<file path="src/rtl/prio_mixer_n_if.sv">
// Bus bundle for prio_mixer_n: CPU register port, pixel timing strobes and
// the per-layer colour inputs with the mixed colour output.
interface prio_mixer_n_if #(
   parameter int NUM_LAYERS = 4,
   parameter int COLOR_W    = 12,
   parameter int SEL_W      = 2,
   parameter int ADDR_W     = 5
) ();

   logic                                  ce_pixel;
   logic                                  vblank;
   logic                                  cs;
   logic                                  cpu_rw;
   logic [ADDR_W-1:0]                     cpu_addr;
   logic [1:0]                            cpu_ds_n;
   logic [7:0]                            cpu_din;
   logic [7:0]                            cpu_dout;
   logic [NUM_LAYERS*(SEL_W+COLOR_W)-1:0] color_in;
   logic [COLOR_W-1:0]                    color_out;

   // Driver side: CPU/video source.
   modport master (
      output ce_pixel, vblank, cs, cpu_rw, cpu_addr, cpu_ds_n, cpu_din, color_in,
      input  cpu_dout, color_out
   );

   // Mixer side.
   modport slave (
      input  ce_pixel, vblank, cs, cpu_rw, cpu_addr, cpu_ds_n, cpu_din, color_in,
      output cpu_dout, color_out
   );

endinterface

</file>
<file path="src/rtl/prio_mixer_n.sv">
// N-layer priority mixer. Each layer's colour is ranked through a 4-bit
// priority table indexed by its per-pixel select field; the winner (optionally
// blended with the runner-up) goes to the palette. CPU table writes land in a
// shadow copy that is committed to the active copy at vblank start, or at once
// in IMM mode, so the picture never tears mid-frame.
module prio_mixer_n #(
   parameter int NUM_LAYERS = 4,
   parameter int COLOR_W    = 12,
   parameter int SEL_W      = 2,
   parameter int ADDR_W     = 5
) (
   input logic           clk,
   input logic           reset,
   prio_mixer_n_if.slave bus
);

   localparam int ENTRIES   = 2 ** SEL_W;
   localparam int TBL_BYTES = NUM_LAYERS * ENTRIES / 2;
   localparam int LW        = SEL_W + COLOR_W;
   localparam int LT_W      = ENTRIES * 4;

   logic [7:0]               ctrl;
   logic                     pending;
   logic                     vblank_q;
   logic [TBL_BYTES*8-1:0]   shadow_tbl;
   logic [TBL_BYTES*8-1:0]   active_tbl;
   logic                     wr_en;
   logic                     rd_en;
   logic                     commit;
   logic [7:0]               rd_data;
   logic                     unused_ds;

   logic [NUM_LAYERS*4-1:0]       p_now;
   logic [NUM_LAYERS*4-1:0]       p_s1;
   logic [NUM_LAYERS*COLOR_W-1:0] col_now;
   logic [NUM_LAYERS*COLOR_W-1:0] col_s1;

   int                 top_idx;
   int                 sec_idx;
   logic [3:0]         top_p;
   logic [3:0]         sec_p;
   logic [COLOR_W-1:0] top_c;
   logic [COLOR_W-1:0] sec_c;
   logic [3:0]         top_p_s2;
   logic [3:0]         sec_p_s2;
   logic [COLOR_W-1:0] top_c_s2;
   logic [COLOR_W-1:0] sec_c_s2;

   logic               blend_en;
   logic [COLOR_W-1:0] mixed;
   logic [COLOR_W-1:0] color_q;

   assign wr_en     = bus.cs & ~bus.cpu_rw & ~bus.cpu_ds_n[0];
   assign rd_en     = bus.cs & bus.cpu_rw;
   assign unused_ds = bus.cpu_ds_n[1];
   assign commit    = bus.vblank & ~vblank_q & pending;

   assign bus.color_out = color_q;

   // Read-back mux: CTRL, STATUS, then the shadow table bytes; anything else reads 0.
   always_comb begin
      rd_data = '0;
      if (bus.cpu_addr == ADDR_W'(0)) begin
         rd_data = ctrl;
      end else if (bus.cpu_addr == ADDR_W'(1)) begin
         rd_data = {7'b0, pending};
      end
      for (int b = 0; b < TBL_BYTES; b++) begin
         if (bus.cpu_addr == ADDR_W'(b + 2)) begin
            rd_data = shadow_tbl[b*8 +: 8];
         end
      end
   end

   // Register file: commit runs first so a coinciding CPU write lands on top of
   // it, leaving the pre-write shadow in the active copy and PENDING set again.
   always_ff @(posedge clk or posedge reset) begin
      if (reset) begin
         ctrl       <= '0;
         pending    <= 1'b0;
         vblank_q   <= 1'b0;
         shadow_tbl <= '0;
         active_tbl <= '0;
         bus.cpu_dout <= '0;
      end else begin
         vblank_q <= bus.vblank;
         if (commit) begin
            active_tbl <= shadow_tbl;
            pending    <= 1'b0;
         end
         if (wr_en) begin
            if (bus.cpu_addr == ADDR_W'(0)) begin
               ctrl <= bus.cpu_din;
            end
            for (int b = 0; b < TBL_BYTES; b++) begin
               if (bus.cpu_addr == ADDR_W'(b + 2)) begin
                  shadow_tbl[b*8 +: 8] <= bus.cpu_din;
                  if (ctrl[0]) begin
                     active_tbl[b*8 +: 8] <= bus.cpu_din;
                  end else begin
                     pending <= 1'b1;
                  end
               end
            end
         end
         if (rd_en) begin
            bus.cpu_dout <= rd_data;
         end
      end
   end

   // Per-layer priority lookup; a transparent pixel (low nibble zero) ranks 0.
   for (genvar g = 0; g < NUM_LAYERS; g++) begin : g_layer
      logic [LT_W-1:0]    layer_tbl;
      logic [SEL_W-1:0]   sel;
      logic [COLOR_W-1:0] col;

      assign layer_tbl = active_tbl[g*LT_W +: LT_W];
      assign sel       = bus.color_in[g*LW + COLOR_W +: SEL_W];
      assign col       = bus.color_in[g*LW +: COLOR_W];

      assign col_now[g*COLOR_W +: COLOR_W] = col;
      assign p_now[g*4 +: 4] = (col[3:0] != 4'd0) ? layer_tbl[{sel, 2'b00} +: 4] : 4'd0;
   end

   // Stage 1: capture priorities and colours.
   always_ff @(posedge clk or posedge reset) begin
      if (reset) begin
         p_s1   <= '0;
         col_s1 <= '0;
      end else if (bus.ce_pixel) begin
         p_s1   <= p_now;
         col_s1 <= col_now;
      end
   end

   // Rank layers: strict comparison keeps the lower index on ties, and with all
   // priorities zero the winner naturally stays layer 0.
   always_comb begin
      top_idx = 0;
      top_p   = p_s1[3:0];
      for (int i = 1; i < NUM_LAYERS; i++) begin
         if (p_s1[i*4 +: 4] > top_p) begin
            top_p   = p_s1[i*4 +: 4];
            top_idx = i;
         end
      end
      sec_idx = (top_idx == 0) ? 1 : 0;
      sec_p   = 4'd0;
      for (int i = 0; i < NUM_LAYERS; i++) begin
         if ((i != top_idx) && (p_s1[i*4 +: 4] > sec_p)) begin
            sec_p   = p_s1[i*4 +: 4];
            sec_idx = i;
         end
      end
      top_c = col_s1[top_idx*COLOR_W +: COLOR_W];
      sec_c = col_s1[sec_idx*COLOR_W +: COLOR_W];
   end

   // Stage 2: capture the top and runner-up layers.
   always_ff @(posedge clk or posedge reset) begin
      if (reset) begin
         top_p_s2 <= '0;
         sec_p_s2 <= '0;
         top_c_s2 <= '0;
         sec_c_s2 <= '0;
      end else if (bus.ce_pixel) begin
         top_p_s2 <= top_p;
         sec_p_s2 <= sec_p;
         top_c_s2 <= top_c;
         sec_c_s2 <= sec_c;
      end
   end

   // Blend only when the runner-up sits exactly one level below the winner;
   // CTRL bits act live on this stage.
   always_comb begin
      blend_en = ctrl[7] && (sec_p_s2 != 4'd0) && (sec_p_s2 == top_p_s2 - 4'd1);
      mixed    = top_c_s2;
      if (blend_en) begin
         if (ctrl[6]) begin
            mixed = {top_c_s2[COLOR_W-1:4], sec_c_s2[3:0]};
         end else begin
            mixed[5] = 1'b0;
         end
      end
   end

   // Stage 3: registered palette index.
   always_ff @(posedge clk or posedge reset) begin
      if (reset) begin
         color_q <= '0;
      end else if (bus.ce_pixel) begin
         color_q <= mixed;
      end
   end

endmodule

</file>
<file path="src/flat_wrapper.sv">
// flat-port wrapper written by rule: the top's interface ports become plain ports
module prio_mixer_n_flat 
#(
   parameter int NUM_LAYERS = 4,
   parameter int COLOR_W    = 12,
   parameter int SEL_W      = 2,
   parameter int ADDR_W     = 5
)
  (clk, reset, bus_ce_pixel, bus_vblank, bus_cs, bus_cpu_rw, bus_cpu_addr, bus_cpu_ds_n, bus_cpu_din, bus_color_in, bus_cpu_dout, bus_color_out);
  prio_mixer_n_if #(.NUM_LAYERS(NUM_LAYERS), .COLOR_W(COLOR_W), .SEL_W(SEL_W), .ADDR_W(ADDR_W)) bus_i ();
  input logic clk;
  input logic reset;
  input wire logic [$bits(bus_i.ce_pixel)-1:0] bus_ce_pixel;
  input wire logic [$bits(bus_i.vblank)-1:0] bus_vblank;
  input wire logic [$bits(bus_i.cs)-1:0] bus_cs;
  input wire logic [$bits(bus_i.cpu_rw)-1:0] bus_cpu_rw;
  input wire logic [$bits(bus_i.cpu_addr)-1:0] bus_cpu_addr;
  input wire logic [$bits(bus_i.cpu_ds_n)-1:0] bus_cpu_ds_n;
  input wire logic [$bits(bus_i.cpu_din)-1:0] bus_cpu_din;
  input wire logic [$bits(bus_i.color_in)-1:0] bus_color_in;
  output wire logic [$bits(bus_i.cpu_dout)-1:0] bus_cpu_dout;
  output wire logic [$bits(bus_i.color_out)-1:0] bus_color_out;
  assign bus_i.ce_pixel = bus_ce_pixel;
  assign bus_i.vblank = bus_vblank;
  assign bus_i.cs = bus_cs;
  assign bus_i.cpu_rw = bus_cpu_rw;
  assign bus_i.cpu_addr = bus_cpu_addr;
  assign bus_i.cpu_ds_n = bus_cpu_ds_n;
  assign bus_i.cpu_din = bus_cpu_din;
  assign bus_i.color_in = bus_color_in;
  assign bus_cpu_dout = bus_i.cpu_dout;
  assign bus_color_out = bus_i.color_out;
  prio_mixer_n #(.NUM_LAYERS(NUM_LAYERS), .COLOR_W(COLOR_W), .SEL_W(SEL_W), .ADDR_W(ADDR_W)) u_core (.clk(clk), .reset(reset), .bus(bus_i));
endmodule
</file>
<file path="config.mk">
export PLATFORM = sky130hd
export DESIGN_NAME = prio_mixer_n_flat
export DESIGN_NICKNAME = d
export VERILOG_FILES = /design/src/rtl/prio_mixer_n_if.sv /design/src/rtl/prio_mixer_n.sv /design/src/flat_wrapper.sv
export SDC_FILE = /design/constraint.sdc
export NUM_CORES = 1
export LEC_CHECK = 0
export ABC_AREA = 1
export BUFFER_PORTS_ARGS = -buffer_cell sky130_fd_sc_hd__buf_2
export CELL_PAD_IN_SITES_DETAIL_PLACEMENT = 1
export CELL_PAD_IN_SITES_GLOBAL_PLACEMENT = 2
export CORE_MARGIN = 2
export CORE_UTILIZATION = 37
export CTS_BUF_LIST = sky130_fd_sc_hd__clkbuf_8
export DETAILED_ROUTE_END_ITERATION = 16
export GPL_TIMING_DRIVEN = 0
export PLACE_DENSITY_LB_ADDON = 0.1
export SLEW_MARGIN = 10
export SYNTH_ARGS = -nofsm -noshare
export SYNTH_HDL_FRONTEND = slang
export SYNTH_SLANG_ARGS = --single-unit
export TNS_END_PERCENT = 30
</file>
<file path="constraint.sdc">
create_clock -name clk -period 9.3 [get_ports clk]
set_input_delay 1.395 -clock clk [delete_from_list [all_inputs] [get_ports clk]]
set_output_delay 1.395 -clock clk [all_outputs]
set_load 0.01 [all_outputs]
</file>
# After elaboration in Yosys (flattened, before gate mapping)
# Index checks and enable logic that the tools add are counted.
# W data, S select, Z words.
[classes]
add_sub_neg = 1
n_eq_ne = 13
n_mul = 2
n_bitwise = 8
reduce_logical = 23
shifts = 6
mux = 70
div_mod_pow = 0
n_lt_le_gt_ge = 7
[ops]
columns = ["cell", "count"]
rows = [
  ["$mux W8", 25],
  ["$mux W32", 4],
  ["$mux W64", 2],
  ["$shiftx A16 B5 Y4", 4],
  ["$mux W4", 12],
  ["$shiftx A48 B32 Y12", 1],
  ["$shiftx A48 B32 Y4", 1],
  ["$logic_not A32 Y1", 1],
  ["$mul A32 B3 Y30 const B", 1],
  ["$reduce_bool A32 Y1", 1],
  ["$gt A4 B4 Y1", 6],
  ["$mux W1", 24],
  ["$eq A5 B3 Y1 const B", 4],
  ["$reduce_bool A4 Y1", 5],
  ["$reduce_and A2 Y1", 9],
  ["$eq A5 B2 Y1 const B", 2],
  ["$eq A5 B4 Y1 const B", 2],
  ["$logic_and A1 B1 Y1", 6],
  ["$mux W6", 1],
  ["$and A1 B1 Y1", 5],
  ["$eq A5 B1 Y1 const B", 1],
  ["$logic_not A5 Y1", 1],
  ["$eq A4 B4 Y1", 1],
  ["$gt A4 B1 Y1 const B", 1],
  ["other kinds (6)", 10],
]
[word_totals]
ff_bits = 246
mem_bits_rw = 0
input_bits = 77
latch_bits = 0
elab_cells = 150
out_inout_bits = 20
n_memories = 0
rom_bits = 0

# Depth between registers and ports, before layout
[logic_depth]
word_depth = 23
ltp_mapped = 68
depth_no_buf = 65

# Least setup slack after synthesis
# No wires, ideal clock.
[synth_path]
kind = "register to register"
start = "register u_core.p_s1[7]"
end = "register u_core.sec_c_s2[1]"
required_time_ps = 9183
setup_ps = 117
arrival_ps = 7238
n_path_buf = 3
path_stages_with_launch = 61
period_less_slack_ps = 7355
slack_ps = 1945
path_cell_list = "dfrtp_1 > ha_1 > nand2_1 > inv_2 > nand2_1 > nand2_1 > nand2_2 > o21ai_0 > ha_1 > a21oi_1 > nand2_2 > nand2_2 > buf_6 > clkbuf_1 > nand2_1 > o21ai_1 > ha_1 > inv_1 > [25 not listed] > inv_1 > o21bai_1 > nand2_1 > a21oi_1 > nand2_4 > nand2_4 > inv_4 > nand2_8 > nand2_4 > inv_1 > ha_1 > inv_1 > clkbuf_1 > nand3_1 > nand3_1 > nand2_1 > nor2_1 > nor2_1"
[synth_between]
elab_chain_cells = 20
word_cells_on_any_way = 30
classes_between = "1 x mul; 6 x order compare; 3 x eq/ne; 1 x shift; 13 x mux; 6 x reduce/logical"
[synth_lines]
columns = ["element", "line", "text"]
rows = [
  ["start: declaration", "prio_mixer_n.sv:34", "logic [NUM_LAYERS*4-1:0] p_s1;"],
  ["start signal: assignment", "prio_mixer_n.sv:132", "p_s1 <= p_now;"],
  ["$gt A4 B4 Y1", "prio_mixer_n.sv:143", "if (p_s1[i*4 +: 4] > top_p) begin"],
  ["$mux W4", "prio_mixer_n.sv:143", ""],
  ["$gt A4 B4 Y1", "prio_mixer_n.sv:143", ""],
  ["$mux W4", "prio_mixer_n.sv:143", ""],
  ["$gt A4 B4 Y1", "prio_mixer_n.sv:143", ""],
  ["$mux W2", "prio_mixer_n.sv:143", ""],
  ["$reduce_bool A32 Y1", "prio_mixer_n.sv:151", "if ((i != top_idx) && (p_s1[i*4 +: 4] > sec_p)) begin"],
  ["$logic_and A1 B1 Y1", "prio_mixer_n.sv:151", ""],
  ["[4 not listed]", "-", ""],
  ["$gt A4 B4 Y1", "prio_mixer_n.sv:151", ""],
  ["$logic_and A1 B1 Y1", "prio_mixer_n.sv:151", ""],
  ["$mux W4", "prio_mixer_n.sv:151", ""],
  ["$gt A4 B4 Y1", "prio_mixer_n.sv:151", ""],
  ["$logic_and A1 B1 Y1", "prio_mixer_n.sv:151", ""],
  ["$mux W32 *", "prio_mixer_n.sv:151", ""],
  ["$mul A32 B3 Y30 *", "prio_mixer_n.sv:157", "sec_c = col_s1[sec_idx*COLOR_W +: COLOR_W];"],
  ["$shiftx A48 B32 Y4 *", "prio_mixer_n.sv:157", ""],
  ["end signal: assignment", "prio_mixer_n.sv:166", "sec_c_s2 <= '0;"],
  ["end signal: assignment", "prio_mixer_n.sv:171", "sec_c_s2 <= sec_c;"],
  ["end: declaration", "prio_mixer_n.sv:47", "logic [COLOR_W-1:0] sec_c_s2;"],
]
# Mark *: on every way between the ends. The rest lies on a longest branch, timed or not.
# A chain may end at the register's enable or synchronous reset.

# Final worst setup path
[layout_path]
start = "register u_core.p_s1[7]"
end = "register u_core.sec_c_s2[2]"
# The elaborated chain is that of the path after synthesis.

==> impl_metrics.py <==
metrics = {
    "sta": {
        "hold_violations": 0,
        "clock.fmax_ghz": 0.1168,
        "maxSlewViolCount": 0,
        "fin_setup_tns_ns": 0,
        "final.min_clock_period_ns": 8.560,
        "setup_viol": 0,
        "post-route-period-util_pct": 92.05,
        "hold_slack_ns": 0.4656,
        "slew_headroom_pct": 21.02,
        "rsz0062_at_grt": "false",
        "worstMarginPinSlew_ns": 1.169,
        "fin_worst_skew_ns": 0.03907,
    },
    "routing": {
        "drc_errors": 0,
        "via_per_inst": 5.224,
        "wl_mm": 45.50,
        "avgRoutedWirePerCell_um": 20.45,
        "drt-pass1-iter-count": 5,
        "postRouteAntennaNets": 0,
        "num_vias": 11624,
        "drt_iter0_markers": 529,
    },
    "yosys": {
        "yosys.area_share.simple_pct": 23.13,
        "ys_top_cells_by_count": "nand2_1 (501), dfrtp_1 (246), o21ai_0 (207)",
        "synth_mux_area_share_pct": 0,
        "synth_compound_gate_area_share_pct": 17.49,
        "syn_avg_cell_area_um2": 7.800,
        "ys_warn_count": 0,
        "synth_seq_cells": 246,
        "synthArstFlopShare_pct": 100.0,
        "netlist_area_mm2": 0.01254,
        "synth_adder_area_share_pct": 2.594,
        "syn_inst": 1608,
        "synthFlopType": "dfrtp_1",
        "synthesis.nets": 1711,
        "yosys.area.top_type": "dfrtp_1",
        "synth_top_family_by_area": "simple AND/OR/NAND/NOR gates",
        "yosys-top-cells-area": "dfrtp_1 (49%), nand2_1 (15%), o21ai_0 (8.3%)",
        "synth_top_area_share_pct": 49.08,
        "yosysSeqAreaShare_pct": 49.08,
        "synth.distinct_cells": 45,
        "synth-xor-area-share_pct": 0.2793,
        "yosysMostFrequentCell": "nand2_1",
        "synth_edf_count": 0,
    },
    "clock_network": {
        "clkTransAtPathRegs_ns": 0.06,
        "cts_tree": "done",
        "cts_max_path_buffers": 3,
        "htreeDepth": 2,
        "clk_latency_ns": 0.58,
        "clock_sinks": 246,
        "cts.root.buffer_cell": "clkbuf_8",
        "cts-hold-fix-buffers": 0,
        "cts_buffers": 45,
    },
    "run": {
        "cap_viol_max_count": 0,
    },
    "min_path": {
        "hold_class": "reg2reg",
    },
    "placed_design": {
        "hpwl_mm": 34.13,
        "portBuffers": 85,
        "gp_congestion": 0.8791,
        "placed_area_mm2": 0.01359,
    },
    "global_route": {
        "antenna_found_initial": 0,
        "grt_overflow": 0,
        "grtUsageMet2_pct": 45.88,
        "grt_pass1_wl_mm": 71.33,
        "grt_max_degree": 95,
        "busiest_layer": "met2",
        "grt_usage_pct": 26.20,
        "use_met1_pct": 32.06,
        "met3_usage_pct": 3.799,
        "grt_pass1_vias": 12358,
    },
    "power_and_ir_drop": {
        "ir_drop_v": 0.0007699,
        "power_uw": 6226,
        "p_leak_uw": 0.007068,
        "power_density_mw_per_mm2": 428.4,
    },
    "cells_and_area": {
        "fillCellCount": 4162,
        "fin_util_pct": 43.46,
        "diodes": 0,
        "layout-drive-gt1-share_pct": 11.76,
        "stdcell_area_mm2": 0.01454,
        "area_delta_synth_final_pct": 15.89,
        "final_nets": 1846,
    },
    "run_status": {
        "outcome": "completed",
    },
    "setup_path": {
        "path_max_fanout": 10,
        "critPathLaunchType": "flip-flop",
        "worstPathRequired_ns": 9.73,
        "cp_common_cell": "nand2_1",
        "crit_arrival_ns": 9.00,
        "path_class": "reg2reg",
        "max_stage_delay_ns": 0.45,
        "crit_slowest_cell": "dfrtp_1",
        "cp-end-kind": "flip-flop",
    },
    "floorplan": {
        "ioPinCount": 97,
        "core_mm2": 0.03345,
        "die_h_um": 188.1,
        "dieArea_mm2": 0.03539,
        "fp.dieW_um": 188.1,
        "rows": 67,
        "start_util_pct": 37.50,
    },
}
-- sequential cells by signal, indices dropped and copies added, names as in the netlist --
signal                count
u_core.active_tbl        64
u_core.shadow_tbl        64
u_core.col_s1            48
u_core.p_s1              16
u_core.bus.color_out     12
u_core.top_c_s2          12
u_core.bus.cpu_dout       8
u_core.ctrl               8
u_core.sec_c_s2           4
u_core.sec_p_s2           4
u_core.top_p_s2           4
u_core.pending            1
u_core.vblank_q           1
-- what timing repair did --
| action | in CTS | in global routing |
|---|---|---|
| gates cloned | 0 | 1 |
| resized for setup | 1 | 14 |
| setup endpoints to repair | 4 | 4 |
| buffers inserted | 0 | 1 |
-- stage by stage --
step,instances,worst slack [ns]
after floorplan,1608,1.147
after global placement,2141,-2.115
after detailed placement,2143,-0.07795
after CTS,2223,0.06108
after global routing,2225,0.001570
final,2225,0.7396
-- cell usage in the layout (no fill, tap or decap), drive strengths merged, types with 2 or more instances in the layout --
cell type and count:
o41ai 4, o221ai 2, a221oi 6, a211oi 6, o32ai 4, ha 26, clkinvlp 3, nand4 8
nor2 119, nand2 511, o211ai 13, a21oi 54, o21ai 227, nand3 62, clkbuf 107, nor3 6
buf 111, o31ai 6, o22ai 23, a22oi 2, xnor2 4, clkinv 5, inv 176, a31oi 37
a32o 4, dfrtp 246
-- layout make-up --
| class | count | area, um2 | share of cell area, % |
|---|---|---|---|
| timing repair inverter | 1 | 7.507 | 0.05165 |
| inverter | 158 | 606.8 | 4.175 |
| clock inverter | 26 | 145.1 | 0.9985 |
| clock buffer | 55 | 757.0 | 5.208 |
| multi-input combinational | 1128 | 5478 | 37.69 |
| tap | 448 | 560.5 | 3.856 |
| buffer | 75 | 336.6 | 2.316 |
| sequential | 246 | 6156 | 42.35 |
| timing repair buffer | 88 | 488.0 | 3.357 |
-- worst max-delay path: cells and delay by family, from the launching register on --
kind,cells,cell delay [ns]
compound gates,7,1.86
fa+ha+maj,7,1.96
buf+inv,9,1.00
flops,1,0.45
simple gates,34,3.17
-- worst paths after layout --
| kind | cells past startpoint | endpoint | slack [ns] | startpoint |
|---|---|---|---|---|
| setup / recovery | 57 | u_core.sec_c_s2[2]$_DFFE_PP0P_ | 0.74 | u_core.p_s1[7]$_DFFE_PP0P_ |
| setup reg to reg | 57 | u_core.sec_c_s2[2]$_DFFE_PP0P_ | 0.74 | u_core.p_s1[7]$_DFFE_PP0P_ |
| min in group asynchronous | 2 | u_core.p_s1[2]$_DFFE_PP0P_ | 0.91 | reset |
| hold / removal | 2 | u_core.bus.color_out[9]$_DFFE_PP0P_ | 0.47 | u_core.bus.color_out[9]$_DFFE_PP0P_ |
| max in group asynchronous | 3 | u_core.ctrl[0]$_DFFE_PP0P_ | 7.51 | reset |
| hold reg to reg | 2 | u_core.bus.color_out[9]$_DFFE_PP0P_ | 0.47 | u_core.bus.color_out[9]$_DFFE_PP0P_ |
-- power by group --
group,internal [uW],switching (uW),total [uW]
Clock,564,482,1050
Combinational,1310,2450,3760
Sequential,1280,135,1420
-- cell families (layout without fill, tap and decap cells) --
family / after synthesis / in the layout
simple gates: 707 / 707
compound gates: 391 / 391
flops: 246 / 246
buf+inv: 234 / 403
fa+ha+maj: 26 / 26
xor+xnor: 4 / 4
-- layer usage --
layer	vias up	wire, um
li1	5583	-
met1	5691	19430
met2	241	22230
met3	109	1742
met4	0	2091
met5	-	0
(Power assumes the default switching activity.)
